--- config.mk ---
export PLATFORM = sky130hd
export DESIGN_NAME = noc_weighted_round_robin_arbiter
export DESIGN_NICKNAME = d
export VERILOG_FILES = /design/src/rtl/noc_arbiter_pkg.sv /design/src/rtl/noc_rotating_priority_picker.sv /design/src/rtl/noc_weighted_round_robin_arbiter.sv
export SDC_FILE = /design/constraint.sdc
export NUM_CORES = 1
export LEC_CHECK = 0
export ABC_AREA = 0
export BUFFER_PORTS_ARGS = -buffer_cell sky130_fd_sc_hd__buf_2
export CORE_MARGIN = 8
export CORE_UTILIZATION = 50
export CTS_BUF_LIST = sky130_fd_sc_hd__clkbuf_16
export DETAILED_ROUTE_END_ITERATION = 8
export HOLD_SLACK_MARGIN = 0.02
export PLACE_DENSITY = 0.75
export SLEW_MARGIN = 5
export SYNTH_ARGS = -nofsm -noshare
export SYNTH_HDL_FRONTEND = slang
export SYNTH_SLANG_ARGS = --single-unit
export TNS_END_PERCENT = 10
--- constraint.sdc ---
create_clock -name clk -period 4.9 [get_ports clk]
set_input_delay 0.98 -clock clk [delete_from_list [all_inputs] [get_ports clk]]
set_output_delay 0.98 -clock clk [all_outputs]
set_load 0.02 [all_outputs]
--- src/rtl/noc_arbiter_pkg.sv ---
// ----------------------------------------------------------------------------
// noc_arbiter_pkg
// Shared types and helpers for the NoC arbiter family.
//   weight_t      : widest supported weight field (callers zero-extend into it;
//                   WEIGHT_WIDTH of any arbiter must not exceed MAX_WEIGHT_WIDTH)
//   arb_state_t   : ownership FSM encoding (IDLE / OWNED)
//   index_width() : bits needed to index n requesters (minimum 1)
//   eff_weight()  : grant credit of a requester, a weight of 0 counts as 1
// ----------------------------------------------------------------------------
package noc_arbiter_pkg;

    localparam int MAX_WEIGHT_WIDTH = 16;

    typedef logic [MAX_WEIGHT_WIDTH-1:0] weight_t;

    typedef enum logic {
        ST_IDLE  = 1'b0,
        ST_OWNED = 1'b1
    } arb_state_t;

    function automatic int index_width(input int n);
        return (n > 1) ? $clog2(n) : 1;
    endfunction

    function automatic weight_t eff_weight(input weight_t w);
        return (w == '0) ? weight_t'(1) : w;
    endfunction

endpackage

--- src/rtl/noc_rotating_priority_picker.sv ---
// ----------------------------------------------------------------------------
// noc_rotating_priority_picker
// Combinational find-first-set that starts scanning just after a given index
// and wraps around, finishing on that index itself.
//   i_request  [N]  : request vector
//   i_last_idx [IW] : index scanned last (priority begins at i_last_idx+1)
//   o_onehot   [N]  : one-hot winner, all-zero when nothing requests
//   o_idx      [IW] : index of the winner (0 when nothing requests)
// ----------------------------------------------------------------------------
module noc_rotating_priority_picker #(
    parameter int N  = 2,
    parameter int IW = 1
) (
    input  logic [N-1:0]  i_request,
    input  logic [IW-1:0] i_last_idx,
    output logic [N-1:0]  o_onehot,
    output logic [IW-1:0] o_idx
);

    logic          w_found;
    logic [IW-1:0] w_idx;

    // Walk offsets from farthest to nearest so the nearest requester after
    // i_last_idx is the last one written and therefore wins.
    always_comb begin
        int j;
        j       = 0;
        w_found = 1'b0;
        w_idx   = '0;
        for (int i = N; i >= 1; i--) begin
            j = int'(i_last_idx) + i;
            if (j >= N) j = j - N;
            if (i_request[j[IW-1:0]]) begin
                w_found = 1'b1;
                w_idx   = j[IW-1:0];
            end
        end
    end

    assign o_idx    = w_idx;
    assign o_onehot = w_found ? (N'(1) << w_idx) : '0;

endmodule

--- src/rtl/noc_weighted_round_robin_arbiter.sv ---
// ----------------------------------------------------------------------------
// noc_weighted_round_robin_arbiter
// Weighted round-robin arbiter with owner hold/release. A requester may win up
// to eff_weight consecutive grabs before priority rotates past it. The grant
// is combinational in the grab cycle and registered while the grant is owned.
//   clk, rst_n  : clock, synchronous active-low reset
//   i_weight    : per-requester weight, requester k at [k*WEIGHT_WIDTH +: WEIGHT_WIDTH]
//   i_request   : request vector
//   i_release   : owner releases its grant (only the owner's bit matters)
//   o_grant     : one-hot or zero grant
//   o_busy      : a grant is currently held
//   o_timeout   : one-cycle pulse on a forced release
// Optional: define NOC_ARBITER_OWNER_TIMEOUT_EN to force a release after
// TIMEOUT_CYCLES owned cycles; otherwise o_timeout is tied 0 and ownership
// is unbounded.
// ----------------------------------------------------------------------------
module noc_weighted_round_robin_arbiter
    import noc_arbiter_pkg::*;
#(
    parameter int REQUESTS       = 2,
    parameter int WEIGHT_WIDTH   = 4,
    parameter int TIMEOUT_CYCLES = 256
) (
    input  logic                             clk,
    input  logic                             rst_n,
    input  logic [REQUESTS*WEIGHT_WIDTH-1:0] i_weight,
    input  logic [REQUESTS-1:0]              i_request,
    output logic [REQUESTS-1:0]              o_grant,
    input  logic [REQUESTS-1:0]              i_release,
    output logic                             o_busy,
    output logic                             o_timeout
);

    localparam int IW = index_width(REQUESTS);

    arb_state_t              r_state;
    arb_state_t              w_next_state;
    logic [REQUESTS-1:0]     r_grant;
    logic [IW-1:0]           r_last;
    logic [WEIGHT_WIDTH-1:0] r_credit;

    logic                    w_grab;
    logic                    w_hold;
    logic                    w_release;
    logic                    w_force;
    logic [REQUESTS-1:0]     w_scan_onehot;
    logic [IW-1:0]           w_scan_idx;
    logic [REQUESTS-1:0]     w_next_grant;
    logic [IW-1:0]           w_next_idx;
    logic [REQUESTS-1:0]     w_grant;
    logic [WEIGHT_WIDTH-1:0] w_win_weight;
    weight_t                 w_win_eff;
    logic [WEIGHT_WIDTH-1:0] w_new_credit;

    assign w_grab = (r_state == ST_IDLE) && (|i_request);

    // The last owner keeps priority while it still has credit left.
    assign w_hold = i_request[r_last] && (r_credit != '0);

    noc_rotating_priority_picker #(
        .N  (REQUESTS),
        .IW (IW)
    ) u_picker (
        .i_request  (i_request),
        .i_last_idx (r_last),
        .o_onehot   (w_scan_onehot),
        .o_idx      (w_scan_idx)
    );

    assign w_next_grant = w_hold ? (REQUESTS'(1) << r_last) : w_scan_onehot;
    assign w_next_idx   = w_hold ? r_last : w_scan_idx;

    // A new owner starts with its full credit minus this grant; a repeat
    // winner (hold or wrap-around to itself) spends one, floored at zero.
    assign w_win_weight = i_weight[w_next_idx*WEIGHT_WIDTH +: WEIGHT_WIDTH];
    assign w_win_eff    = eff_weight(weight_t'(w_win_weight));
    assign w_new_credit = (w_next_idx != r_last) ? WEIGHT_WIDTH'(w_win_eff - weight_t'(1)) :
                          (r_credit == '0)       ? '0 : (r_credit - WEIGHT_WIDTH'(1));

    assign w_release = |(i_release & w_grant);

`ifdef NOC_ARBITER_OWNER_TIMEOUT_EN
    localparam int TW = $clog2(TIMEOUT_CYCLES) + 1;

    logic [TW-1:0] r_tcnt;

    always_ff @(posedge clk) begin
        if (!rst_n) begin
            r_tcnt <= '0;
        end else if (w_grab) begin
            r_tcnt <= '0;
        end else if (r_state == ST_OWNED) begin
            r_tcnt <= r_tcnt + TW'(1);
        end
    end

    // A genuine release in the same cycle wins over the forced one.
    assign w_force = (r_state == ST_OWNED) && !w_release &&
                     (r_tcnt == TW'(TIMEOUT_CYCLES - 1));
`else
    assign w_force = 1'b0;
`endif

    always_ff @(posedge clk) begin
        if (!rst_n) begin
            r_state <= ST_IDLE;
        end else begin
            r_state <= w_next_state;
        end
    end

    always_comb begin
        w_next_state = r_state;
        case (r_state)
            ST_IDLE:  if (w_grab && !w_release)  w_next_state = ST_OWNED;
            ST_OWNED: if (w_release || w_force)  w_next_state = ST_IDLE;
            default:                             w_next_state = ST_IDLE;
        endcase
    end

    always_comb begin
        w_grant = '0;
        case (r_state)
            ST_IDLE:  if (w_grab) w_grant = w_next_grant;
            ST_OWNED: w_grant = r_grant;
            default:  w_grant = '0;
        endcase
    end

    assign o_grant   = w_grant;
    assign o_busy    = (r_state == ST_OWNED);
    assign o_timeout = w_force;

    always_ff @(posedge clk) begin
        if (!rst_n) begin
            r_grant  <= '0;
            r_last   <= IW'(REQUESTS - 1);
            r_credit <= '0;
        end else if (w_grab) begin
            r_grant  <= w_next_grant;
            r_last   <= w_next_idx;
            r_credit <= w_new_credit;
        end else if (w_force) begin
            // Drop the stalled owner's credit so priority rotates past it.
            r_credit <= '0;
        end
    end

endmodule

Word level (Yosys, flattened, before mapping)
Index checks and enable logic that the tools add are counted.
{"block": "word_totals", "output_inout_bits": 4, "elab_cells": 53, "ff_bits": 8}
{"block": "classes", "order_cmp": 5, "n_shift": 3, "n_reduce_logical": 9, "n_bitwise": 2, "addsub": 6, "n_mux": 23, "eq_ne": 1}
{"cell": "1-bit 2-to-1 mux", "count": 15}
{"cell": "4-bit 2-to-1 mux", "count": 3}
{"cell": "4-bit logical NOT", "count": 2}
{"cell": "8-bit by 4-bit indexed part select with 4-bit output", "count": 1}
{"cell": "4-bit by 1-bit subtractor with 4-bit output (second input constant)", "count": 2}
{"cell": "1-bit by 2-bit < comparator with 1-bit output (second input constant)", "count": 3}
{"cell": "2-bit 2-to-1 mux", "count": 3}
{"cell": "2-bit case mux with 2 select lines", "count": 1}
{"cell": "4-bit nonzero test", "count": 1}
{"cell": "2-bit OR reduction", "count": 2}
{"cell": "1-bit by 1-bit << shifter with 2-bit output (first input constant)", "count": 2}
{"cell": "1-bit by 2-bit adder with 3-bit output (second input constant)", "count": 1}
{"cell": "3-bit by 2-bit greater-or-equal comparator with 1-bit output (second input constant)", "count": 1}
{"cell": "1-bit logical AND", "count": 3}
{"cell": "1-bit by 1-bit adder with 2-bit output (second input constant)", "count": 1}
{"cell": "2-bit AND", "count": 1}
{"cell": "2-bit greater-or-equal comparator (second input constant)", "count": 1}
{"cell": "1-bit case mux with 2 select lines", "count": 1}
{"cell": "1-bit subtractor (second input constant)", "count": 2}
{"cell": "1-bit logical NOT", "count": 1}
{"cell": "1-bit inequality test", "count": 1}
{"cell": "1-bit inverter", "count": 1}

Logic depth before layout (Yosys ltp)
Gate-level depths: netlist of the first run.
{"block": "logic_depth", "ltp_word": 18, "depth_mapped": 11}

Hierarchy
From an unflattened synthesis of the first run, not the netlist that was laid out.
{"block": "unflattened", "cells_unflattened": 95, "area_unflattened_um2": 748.2}
{"mod": "noc_weighted_round_robin_arbiter", "area_each_um2": 721.9, "cells_each": 91, "instances": 1, "seq_area_each_um2": 160.2}
{"mod": "noc_rotating_priority_picker", "area_each_um2": 26.3, "cells_each": 4, "instances": 1, "seq_area_each_um2": 0.0}

Worst setup path after synthesis of the first run
OpenSTA, ideal clock, no wires.
{"block": "synth_path", "path_kind": "input to output", "from": "input i_request[0]", "to": "output o_grant[0]", "setup_slack_ns": 2.159, "stages": 3, "required_ns": 3.920, "n_path_buf": 1, "arrival_ns": 1.761, "path_cell_list": "clkbuf_1 nand2_1 o21ai_0"}
{"block": "synth_between", "elab_chain_len": 9, "elab_cells_between_ends": 18, "cone_classes": "1 x shift; 14 x mux; 3 x reduce/logical"}
{"item": "start, declared", "line_no": "noc_weighted_round_robin_arbiter.sv:27", "source": "input logic [REQUESTS-1:0] i_request,"}
{"item": "1-bit 2-to-1 mux (implied by the code) (2 in a row)", "line_no": "noc_rotating_priority_picker.sv:33", "source": "if (i_request[j[IW-1:0]]) begin"}
{"item": "1-bit 2-to-1 mux (2 in a row)", "line_no": "noc_rotating_priority_picker.sv:33"}
{"item": "1-bit by 1-bit << shifter with 2-bit output", "line_no": "noc_rotating_priority_picker.sv:41", "source": "assign o_onehot = w_found ? (N'(1) << w_idx) : '0;"}
{"item": "2-bit 2-to-1 mux", "line_no": "noc_rotating_priority_picker.sv:41"}
{"item": "2-bit 2-to-1 mux", "line_no": "noc_weighted_round_robin_arbiter.sv:70", "source": "assign w_next_grant = w_hold ? (REQUESTS'(1) << r_last) : w_scan_onehot;"}
{"item": "2-bit 2-to-1 mux (*)", "line_no": "noc_weighted_round_robin_arbiter.sv:124", "source": "ST_IDLE: if (w_grab) w_grant = w_next_grant;"}
{"item": "2-bit case mux with 2 select lines (*)", "line_no": "noc_weighted_round_robin_arbiter.sv:123", "source": "case (r_state)"}
{"item": "end, declared", "line_no": "noc_weighted_round_robin_arbiter.sv:28", "source": "output logic [REQUESTS-1:0] o_grant,"}
Mark *: on every way between the ends. The rest lies on a longest branch, timed or not. The select of a mux whose other input is x is not followed.

Worst setup path in the final report of the first run
{"block": "layout_path", "from": "register r_credit[1]", "to": "output o_grant[1]"}
{"block": "layout_between", "elab_chain_len": 5}
{"item": "start, declared", "line_no": "noc_weighted_round_robin_arbiter.sv:40", "source": "logic [WEIGHT_WIDTH-1:0] r_credit;"}
{"item": "start signal, assigned", "line_no": "noc_weighted_round_robin_arbiter.sv:142", "source": "r_credit <= w_new_credit;"}
{"item": "4-bit nonzero test", "line_no": "noc_weighted_round_robin_arbiter.sv:58", "source": "assign w_hold = i_request[r_last] && (r_credit != '0);"}
{"item": "1-bit logical AND", "line_no": "noc_weighted_round_robin_arbiter.sv:58"}
{"item": "2-bit 2-to-1 mux", "line_no": "noc_weighted_round_robin_arbiter.sv:70"}
{"item": "2-bit 2-to-1 mux", "line_no": "noc_weighted_round_robin_arbiter.sv:124"}
{"item": "2-bit case mux with 2 select lines", "line_no": "noc_weighted_round_robin_arbiter.sv:123"}
No other way between the ends.

==> results.cfg, run 1 <==
[run_status]
status = finished clean

[sta]
tightest_slew_ns = 0.6018
slew_viol_final = 0
layout_min_cycle_time_ns = 3.035
setup_tns_ns = 0
setup_viol = 0
rsz0062_at_grt = no
hold_viol = 0
timing.final.crit_share = 0.6194
clock-skew-final_ns = 0.0005328
slew_headroom = 0.5958
fmax_mhz = 329.5

[grt]
grt_util_all_layers = 0.1384
grt_max_degree = 20
grt_pass1_wl_um = 3601
gr-total-overflow = 0
grt_pass1_vias = 812
antenna_found_initial = 0

[synth]
synth_cell_types = 43
yosys-top-cells-area = dfxtp_1 20%, o21ai_0 8.9%, nand2_1 6.6%
yosysTopAreaCellShare = 0.2025
syn_area_per_cell_um2 = 7.124
yosysTopAreaCell = dfxtp_1
yosysWarnings = 0
synthFlopType = dfxtp_1
ys_async_sr_fraction = 0
synth-edff-count = 0
syn_nets = 126
synth_common_cells = 14 x nand2_1, 14 x o21ai_0, 8 x dfxtp_1, 6 x a21oi_1, 6 x nor2_1
ys_ff_latch = 8
synth_cells = 111
ys_seq_area_frac = 0.2025
syn_area_um2 = 790.8

[drt]
wl_per_cell_um = 15.33
via_per_inst = 6.162
drt_pass1_iterations = 4
ant_nets = 0
route.met3.wl_um = 111
remaining_drc_errors = 0
drt-total-wl_um = 2085
drtIter0Drc = 33
highest_layer = met4
met1Wirelength_um = 951
met2_length_um = 957
dr_total_vias = 838

[cts]
clock_latency_ns = 0.23
cts.sinks = 8
clockBufferDepth = 2
cts_htree_levels = 1
cts_setup_buffers = 0
cts_resized = 0
cts_tree = built
cts_made_buffers = 3
cts_root_buffer = clkbuf_16
clkSlewWorstSetupHoldPaths_ns = 0.04
cts_hold_buf = 0

[worst_setup_path]
r2r_start = r_credit[1]
crit_chain = nor4_4 > xor2_1 > o21ai_2 > o21ai_2 > buf_2
critPathMostFrequentCell = o21ai_2
critical_path.top_delay_family = simple AND/OR/NAND/NOR gates
worst_r2r_endpoint = r_credit[1]
critPathBufInv = 1
path_max_fanout = 9
worst_setup_path_start_kind = register
reg2reg_slack_ns = 1.87
criticalPathCategory = register to output port
crit_path_end_kind = output port
slowest_stage = nor4_4
arrival_ns = 2.05
required_ns = 3.92
r2r_cells = 10
crit_path_max_incr_delay_ns = 0.60

[die]
core_area_mm2 = 0.001489
start_util = 0.5311
die_w_um = 55.77
dieHeight_um = 55.77
pin_count = 18
die_area_mm2 = 0.003110
rows = 14

[layout]
drive_gt1_frac = 0.2250
nets = 137
area_growth_pct = 15.66
utilization = 0.6143
antenna_cells = 0

[placement]
numPortBuffers = 16
dp_hpwl_um = 1466
gp_congestion = 0.8906

[worst_hold_path]
whs_path_depth = 2
hp-class = register to register
worstHoldStart = r_grant[0]
min_to = r_grant[0]

[pwr]
pwr-share-seq = 0.273
clockPowerShare = 0.317
irDropWorstVdd_mv = 0.2790
netSwitchingPower_w = 0.0001660
leakage_nw = 0.3834
powerDensity_mw_per_mm2 = 465.7
intPower_w = 0.0002600
combPwrFrac = 0.410
swShare = 0.3896

[job]
maxCapViolCount = 0
==> cell type report <==
class	count	area [um^2]
Sequential cell	8	160.2
Multi-Input combinational cell	88	560.5
Fill cell	143	574.3
Timing Repair Buffer	16	80.08
Inverter	5	18.77
Tap cell	16	20.02
Clock buffer	3	75.07
==> sequential cells by signal, indices dropped and copies added (netlist names) <==
register / count
r_grant: 2
o_busy: 1
r_last: 1
r_credit: 4
==> tightest hold or removal path, delay by kind of cell, from the launching register on <==
family / cells / cell delay [ns]
simple gates: 2 / 0.12
flops: 1 / 0.33
==> routing by layer <==
layer,track usage,vias up
met4,0.09507,0
met5,0,-
li1,-,420
met3,0.03196,8
met1,0.1639,369
met2,0.2131,41
==> cells by family after synthesis <==
group           synth area share
compound gates            0.3481
simple gates              0.2658
buf+inv                  0.08861
flops                     0.2025
mux                      0.05222
xor+xnor                 0.02216
fa+ha+maj                0.01582
other cells             0.004742
==> stage by stage <==
step                instances  hold slack (ns)  cell area [um^2]  setup WS [ns]  total power (W)
floorplan                 111           0.4624             790.8          2.160        0.0002531
global placement          133           0.4851             839.6          1.910        0.0002831
detailed placement        133           0.4929             839.6          1.768        0.0002852
CTS                       136           0.5031             914.6          1.885        0.0004263
global route              136           0.5444             914.6          1.621        0.0004558
finish                    136           0.4960             914.6          1.865        0.0004259
==> power groups by stage <==
stage / combinational [W] / sequential (W) / clock [W]
final: 0.000174 / 0.000116 / 0.000135
after CTS: 0.000174 / 0.000115 / 0.000137
after global routing: 0.000193 / 0.000121 / 0.000142
after detailed placement: 0.000169 / 0.000116 / 0
after floorplan: 0.000163 / 0.0000903 / 0
after global placement: 0.000167 / 0.000116 / 0
==> layout by cell type (no fill, tap or decap), types with 2 or more instances in the layout <==
master / synthesis / layout
o21ai_0: 14 / 14
nor3_1: 5 / 5
o21ai_2: 2 / 2
a211oi_1: 3 / 3
nand3_1: 3 / 3
buf_2: 2 / 16
a21oi_1: 6 / 6
dfxtp_1: 8 / 8
clkbuf_16: 0 / 3
nor4_1: 3 / 3
inv_1: 5 / 5
nand3b_1: 2 / 2
nor2_1: 6 / 6
mux2i_1: 3 / 3
o21bai_1: 2 / 2
nand2b_1: 2 / 2
nand2_1: 14 / 14
==> how the worst max path moves through the flow <==
stage                   to  cells after the start  slack, ns          from
2_1_floorplan   o_grant[0]                      3       2.16  i_request[0]
3_3_place_gp   r_credit[1]                     10       1.91  i_request[0]
3_5_place_dp   r_credit[1]                     10       1.77  i_request[0]
4_1_cts         o_grant[1]                      5       1.89   r_credit[1]
5_1_grt        r_credit[1]                     10       1.62   r_credit[1]
6_report        o_grant[1]                      5       1.87   r_credit[1]
(Power assumes the default switching activity.)
==> inputs of run 2 (changes only) <==
==> constraint.sdc (replaced) <==
create_clock -name clk -period 3.15 [get_ports clk]
set_input_delay 0.63 -clock clk [delete_from_list [all_inputs] [get_ports clk]]
set_output_delay 0.63 -clock clk [all_outputs]
set_load 0.02 [all_outputs]
==> run 2 against run 1 <==
- clock power rose by 57%
- critical endpoint is now r_credit[1]
- global-route usage down 1.2 points
- total power up 59%
- sequential power increased by 49%
- worst hold slack improved by 0.014 ns
- sequential share of layout area down 0.28 points
- combinational power is 68% higher
- utilization is 1.0 points higher
==> results.cfg, run 2 (synthesized netlist as in run 1, its figures left out) <==
[run_status]
status = finished clean

[layout]
final_common_cell = buf_2
top_register = r_credit
nets = 139
largest_register_ffs = 4
antenna_cells = 0
area_growth_pct = 17.56
drive_gt1_frac = 0.2377
final_cell_mix = 16 x buf_2, 14 x nand2_1, 14 x o21ai_0
fin_area_um2 = 929.6
largestRegisters = r_credit: 4 flops, r_grant: 2 flops
fin_cells = 138
fill_cells = 126

[pwr]
clockPowerShare = 0.313
leakage_nw = 0.3927
combPwrFrac = 0.432
swShare = 0.3841
pwr-share-seq = 0.255
power.total_w = 0.0006767
netSwitchingPower_w = 0.0002599
powerDensity_mw_per_mm2 = 727.9
irDropWorstVdd_mv = 0.4544
intPower_w = 0.0004167

[grt]
grt_pass1_wl_um = 3429
antenna_found_initial = 0
grt_max_degree = 19
gr-total-overflow = 0
grt_pass1_vias = 772
grt_util_all_layers = 0.1260

[drt]
drtIter0Drc = 18
drt_pass1_iterations = 5
dr_total_vias = 849
drt-total-wl_um = 1990
remaining_drc_errors = 0
via_per_inst = 6.152
wl_per_cell_um = 14.42
ant_nets = 0

[sta]
fmax_mhz = 368.8
holdWs_ns = 0.5104
setup_viol = 0
layout_min_cycle_time_ns = 2.712
timing.final.crit_share = 0.8608
slew_viol_final = 0
rsz0062_at_grt = no
clock-skew-final_ns = 0.0005150
setup_tns_ns = 0
hold_viol = 0

[cts]
cts_made_buffers = 3
clockBufferDepth = 2
clkSlewWorstSetupHoldPaths_ns = 0.04
cts_root_buffer = clkbuf_16
cts_htree_levels = 1
cts_setup_buffers = 0
cts_resized = 0
cts_hold_buf = 0
clock_latency_ns = 0.23
cts_tree = built
cts.sinks = 8

[worst_setup_path]
worst_setup_path_start_kind = register
required_ns = 3.32
path_max_fanout = 8
crit_path_end_kind = register
arrival_ns = 2.89
criticalPathCategory = register to register

[die]
die_w_um = 55.77
pin_count = 18
start_util = 0.5311
core_area_mm2 = 0.001489
die_area_mm2 = 0.003110
dieHeight_um = 55.77
rows = 14

[placement]
place_area_um2 = 854.6
placed_cells = 135
dp_hpwl_um = 1470
numPortBuffers = 16
gp_congestion = 0.8762

[job]
maxCapViolCount = 0

[worst_hold_path]
hp-class = register to register
run 2: changes by cell type in the layout (fill, tap and decap cells not counted):
cell and change:
buf_4 +2
run 2: final cells by class:
type | count | area [um^2] | area share
tap | 16 | 20.02 | 0.02153
clock buffer | 3 | 75.07 | 0.08075
sequential | 8 | 160.2 | 0.1723
timing repair buffer | 18 | 95.09 | 0.1023
multi-input combinational | 88 | 560.5 | 0.6030
inverter | 5 | 18.77 | 0.02019
run 2: worst max-delay path: stages (launching register included):
cell       delay [ns]
dfxtp_1          0.39
nor4_4           0.31
xor2_1           0.15
o21ai_2          0.33
mux2i_1          0.30
inv_1            0.07
ha_1             0.30
o211ai_1         0.21
a21oi_1          0.09
a2111oi_0        0.33
o21a_1           0.16
run 2: worst paths after layout:
path / depth (start not counted) / to / slack [ns] / startpoint
setup / recovery: 10 / r_credit[1] / 0.44 / r_credit[1]
hold / removal: 2 / r_grant[0] / 0.51 / r_grant[0]
setup reg to reg: 10 / r_credit[1] / 0.44 / r_credit[1]
hold reg to reg: 2 / r_grant[0] / 0.51 / r_grant[0]
run 2: power by group through the flow:
stage | clock [W] | combinational [W] | sequential (W)
after floorplan | 0 | 0.000253 | 0.000141
after global placement | 0 | 0.000287 | 0.000171
after detailed placement | 0 | 0.000286 | 0.000173
after CTS | 0.000213 | 0.000291 | 0.000172
after global routing | 0.000221 | 0.000323 | 0.000177
final | 0.000212 | 0.000292 | 0.000173
run 2: metrics by stage:
stage                       util  worst slack (ns)
after floorplan                -            0.5841
after global placement    0.5740            0.5130
after detailed placement  0.5740            0.3623
after CTS                 0.6244            0.4541
after global routing      0.6244            0.2928
final                     0.6244            0.4384
run 2: routing by layer:
metal  share of wire  global-route usage  wire [um]
met4               0             0.02113          0
met3           0.046             0.03196         92
met5               0                   0          0
met1            0.49              0.1673        976
met2            0.46              0.1987        921
==> inputs of run 3 (changes only) <==
--- a/config.mk
+++ b/config.mk
@@ -6,13 +6,12 @@
 export NUM_CORES = 1
 export LEC_CHECK = 0
 export ABC_AREA = 0
-export BUFFER_PORTS_ARGS = -buffer_cell sky130_fd_sc_hd__buf_2
+export BUFFER_PORTS_ARGS = -buffer_cell sky130_fd_sc_hd__buf_4
 export CORE_MARGIN = 8
-export CORE_UTILIZATION = 50
+export CORE_UTILIZATION = 37
 export CTS_BUF_LIST = sky130_fd_sc_hd__clkbuf_16
 export DETAILED_ROUTE_END_ITERATION = 8
 export HOLD_SLACK_MARGIN = 0.02
-export PLACE_DENSITY = 0.75
 export SLEW_MARGIN = 5
 export SYNTH_ARGS = -nofsm -noshare
 export SYNTH_HDL_FRONTEND = slang
==> run 3 against run 2 <==
- highest routed layer is now met4
- via count is 0.94% lower
- count of clock-buffer cells in the layout stayed put
- worst hold slack worse by 0.019 ns
- setup slack worse by 0.028 ns
==> results.cfg, run 3 (synthesized netlist as in run 1, its figures left out) <==
[worst_setup_path]
reg2reg_slack_ns = 0.41
required_ns = 3.32
crit_path_max_incr_delay_ns = 0.47
arrival_ns = 2.91
r2r_cells = 10
worst_r2r_endpoint = r_credit[1]
crit_path_end_kind = register
crit_chain = nor4_4 > xor2_1 > o21ai_2 > mux2i_1 > inv_1 > ha_1 > inv_1 > a311oi_1 > a2111oi_0 > o21a_1
path_max_fanout = 8
slowest_stage = a2111oi_0
critPathMostFrequentCell = inv_1
r2r_start = r_credit[1]
criticalPathCategory = register to register
worst_setup_path_start_kind = register

[layout]
utilization = 0.4962
top_register = r_credit
largest_register_ffs = 4
final_cell_mix = 18 x buf_4, 14 x nand2_1, 14 x o21ai_0
largestRegisters = r_credit: 4 flops, r_grant: 2 flops
fin_cells = 149
final_common_cell = buf_4
fin_area_um2 = 983.4
area_growth_pct = 24.37
drive_gt1_frac = 0.2377
antenna_cells = 0
nets = 139

[drt]
drt_pass1_iterations = 4
dr_total_vias = 841
wl_per_cell_um = 14.05
drt-total-wl_um = 2094
drtIter0Drc = 20
via_per_inst = 5.644
remaining_drc_errors = 0
ant_nets = 0

[sta]
clock-skew-final_ns = 0.0003982
tightest_slew_ns = 0.5138
setup_viol = 0
slew_headroom = 0.6567
rsz0062_at_grt = no
hold_viol = 0
setup_tns_ns = 0
timing.final.crit_share = 0.8697
layout_min_cycle_time_ns = 2.740
slew_viol_final = 0
fmax_mhz = 365.0
setup_ws_ns = 0.4105

[die]
die_w_um = 62.23
start_util = 0.3990
dieHeight_um = 62.23
pin_count = 18
core_area_mm2 = 0.001982
rows = 16
die_area_mm2 = 0.003873

[pwr]
irDropWorstVdd_mv = 0.4118
pwr-share-seq = 0.250
leakage_nw = 0.4054
netSwitchingPower_w = 0.0002603
swShare = 0.3791
intPower_w = 0.0004264
combPwrFrac = 0.446
powerDensity_mw_per_mm2 = 698.3
clockPowerShare = 0.304

[cts]
clock_latency_ns = 0.23
cts_tree = built
clkSlewWorstSetupHoldPaths_ns = 0.04
cts_hold_buf = 0
cts_setup_buffers = 0
cts_made_buffers = 3
cts_root_buffer = clkbuf_16
clockBufferDepth = 2
cts.sinks = 8
cts_htree_levels = 1
cts_resized = 0

[grt]
grt_max_degree = 19
grt_pass1_wl_um = 3657
gr-total-overflow = 0
grt_util_all_layers = 0.1114
grt_pass1_vias = 817
antenna_found_initial = 0

[placement]
placed_cells = 146
numPortBuffers = 16
gp_congestion = 0.8643
dp_hpwl_um = 1600
place_area_um2 = 908.4
dp_slack_ns = 0.4434

[run_status]
status = finished clean

[job]
maxCapViolCount = 0

[worst_hold_path]
worstHoldStart = r_grant[0]
whs_path_depth = 2
hp-class = register to register
min_to = r_grant[0]
-- run 3: layout make-up --
type	count	area (um^2)
clock buffers	3	75.07
fillers	207	998.5
inverters	5	18.77
multi-input cells	88	560.5
flip-flops and latches	8	160.2
well taps	27	33.78
repair buffers	18	135.1
-- run 3: how the worst max path moves through the flow --
stage	from	end	depth (start not counted)
after detailed placement	i_request[0]	r_credit[1]	10
after global placement	i_request[0]	r_credit[1]	10
after CTS	r_credit[1]	r_credit[1]	10
after global routing	r_credit[1]	r_credit[1]	10
final	r_credit[1]	r_credit[1]	10
after floorplan	r_credit[1]	r_credit[1]	11
-- run 3: stage by stage --
step,hold slack (ns),total power (W)
finish,0.4913,0.0006868
CTS,0.4992,0.0006904
global route,0.5610,0.0007358
detailed placement,0.4910,0.0004745
global placement,0.4904,0.0004771
floorplan,0.4624,0.0003938
-- run 3: power groups by stage --
stage               logic (W)  registers, W  clock network, W
floorplan            0.000253      0.000141                 0
global placement     0.000304      0.000173                 0
detailed placement   0.000302      0.000173                 0
CTS                  0.000306      0.000172          0.000213
global route         0.000337      0.000178          0.000221
finish               0.000306      0.000172          0.000209
-- run 3: worst max-delay path: cells and delay by family (launching register included) --
family          cells  cell delay, ns
xor+xnor            1            0.16
buf+inv             2            0.15
compound gates      4            1.06
simple gates        1            0.32
flops               1            0.39
fa+ha+maj           1            0.29
mux                 1            0.31
-- run 3: metal layers --
| metal | wire (um) | vias up | track usage | part of all wire |
|---|---|---|---|---|
| met4 | 17 | 0 | 0.06122 | 0.0081 |
| met1 | 974 | 385 | 0.1335 | 0.47 |
| met3 | 114 | 2 | 0.03405 | 0.054 |
| li1 | - | 424 | - | - |
| met2 | 988 | 30 | 0.1721 | 0.47 |
| met5 | 0 | - | 0 | 0 |
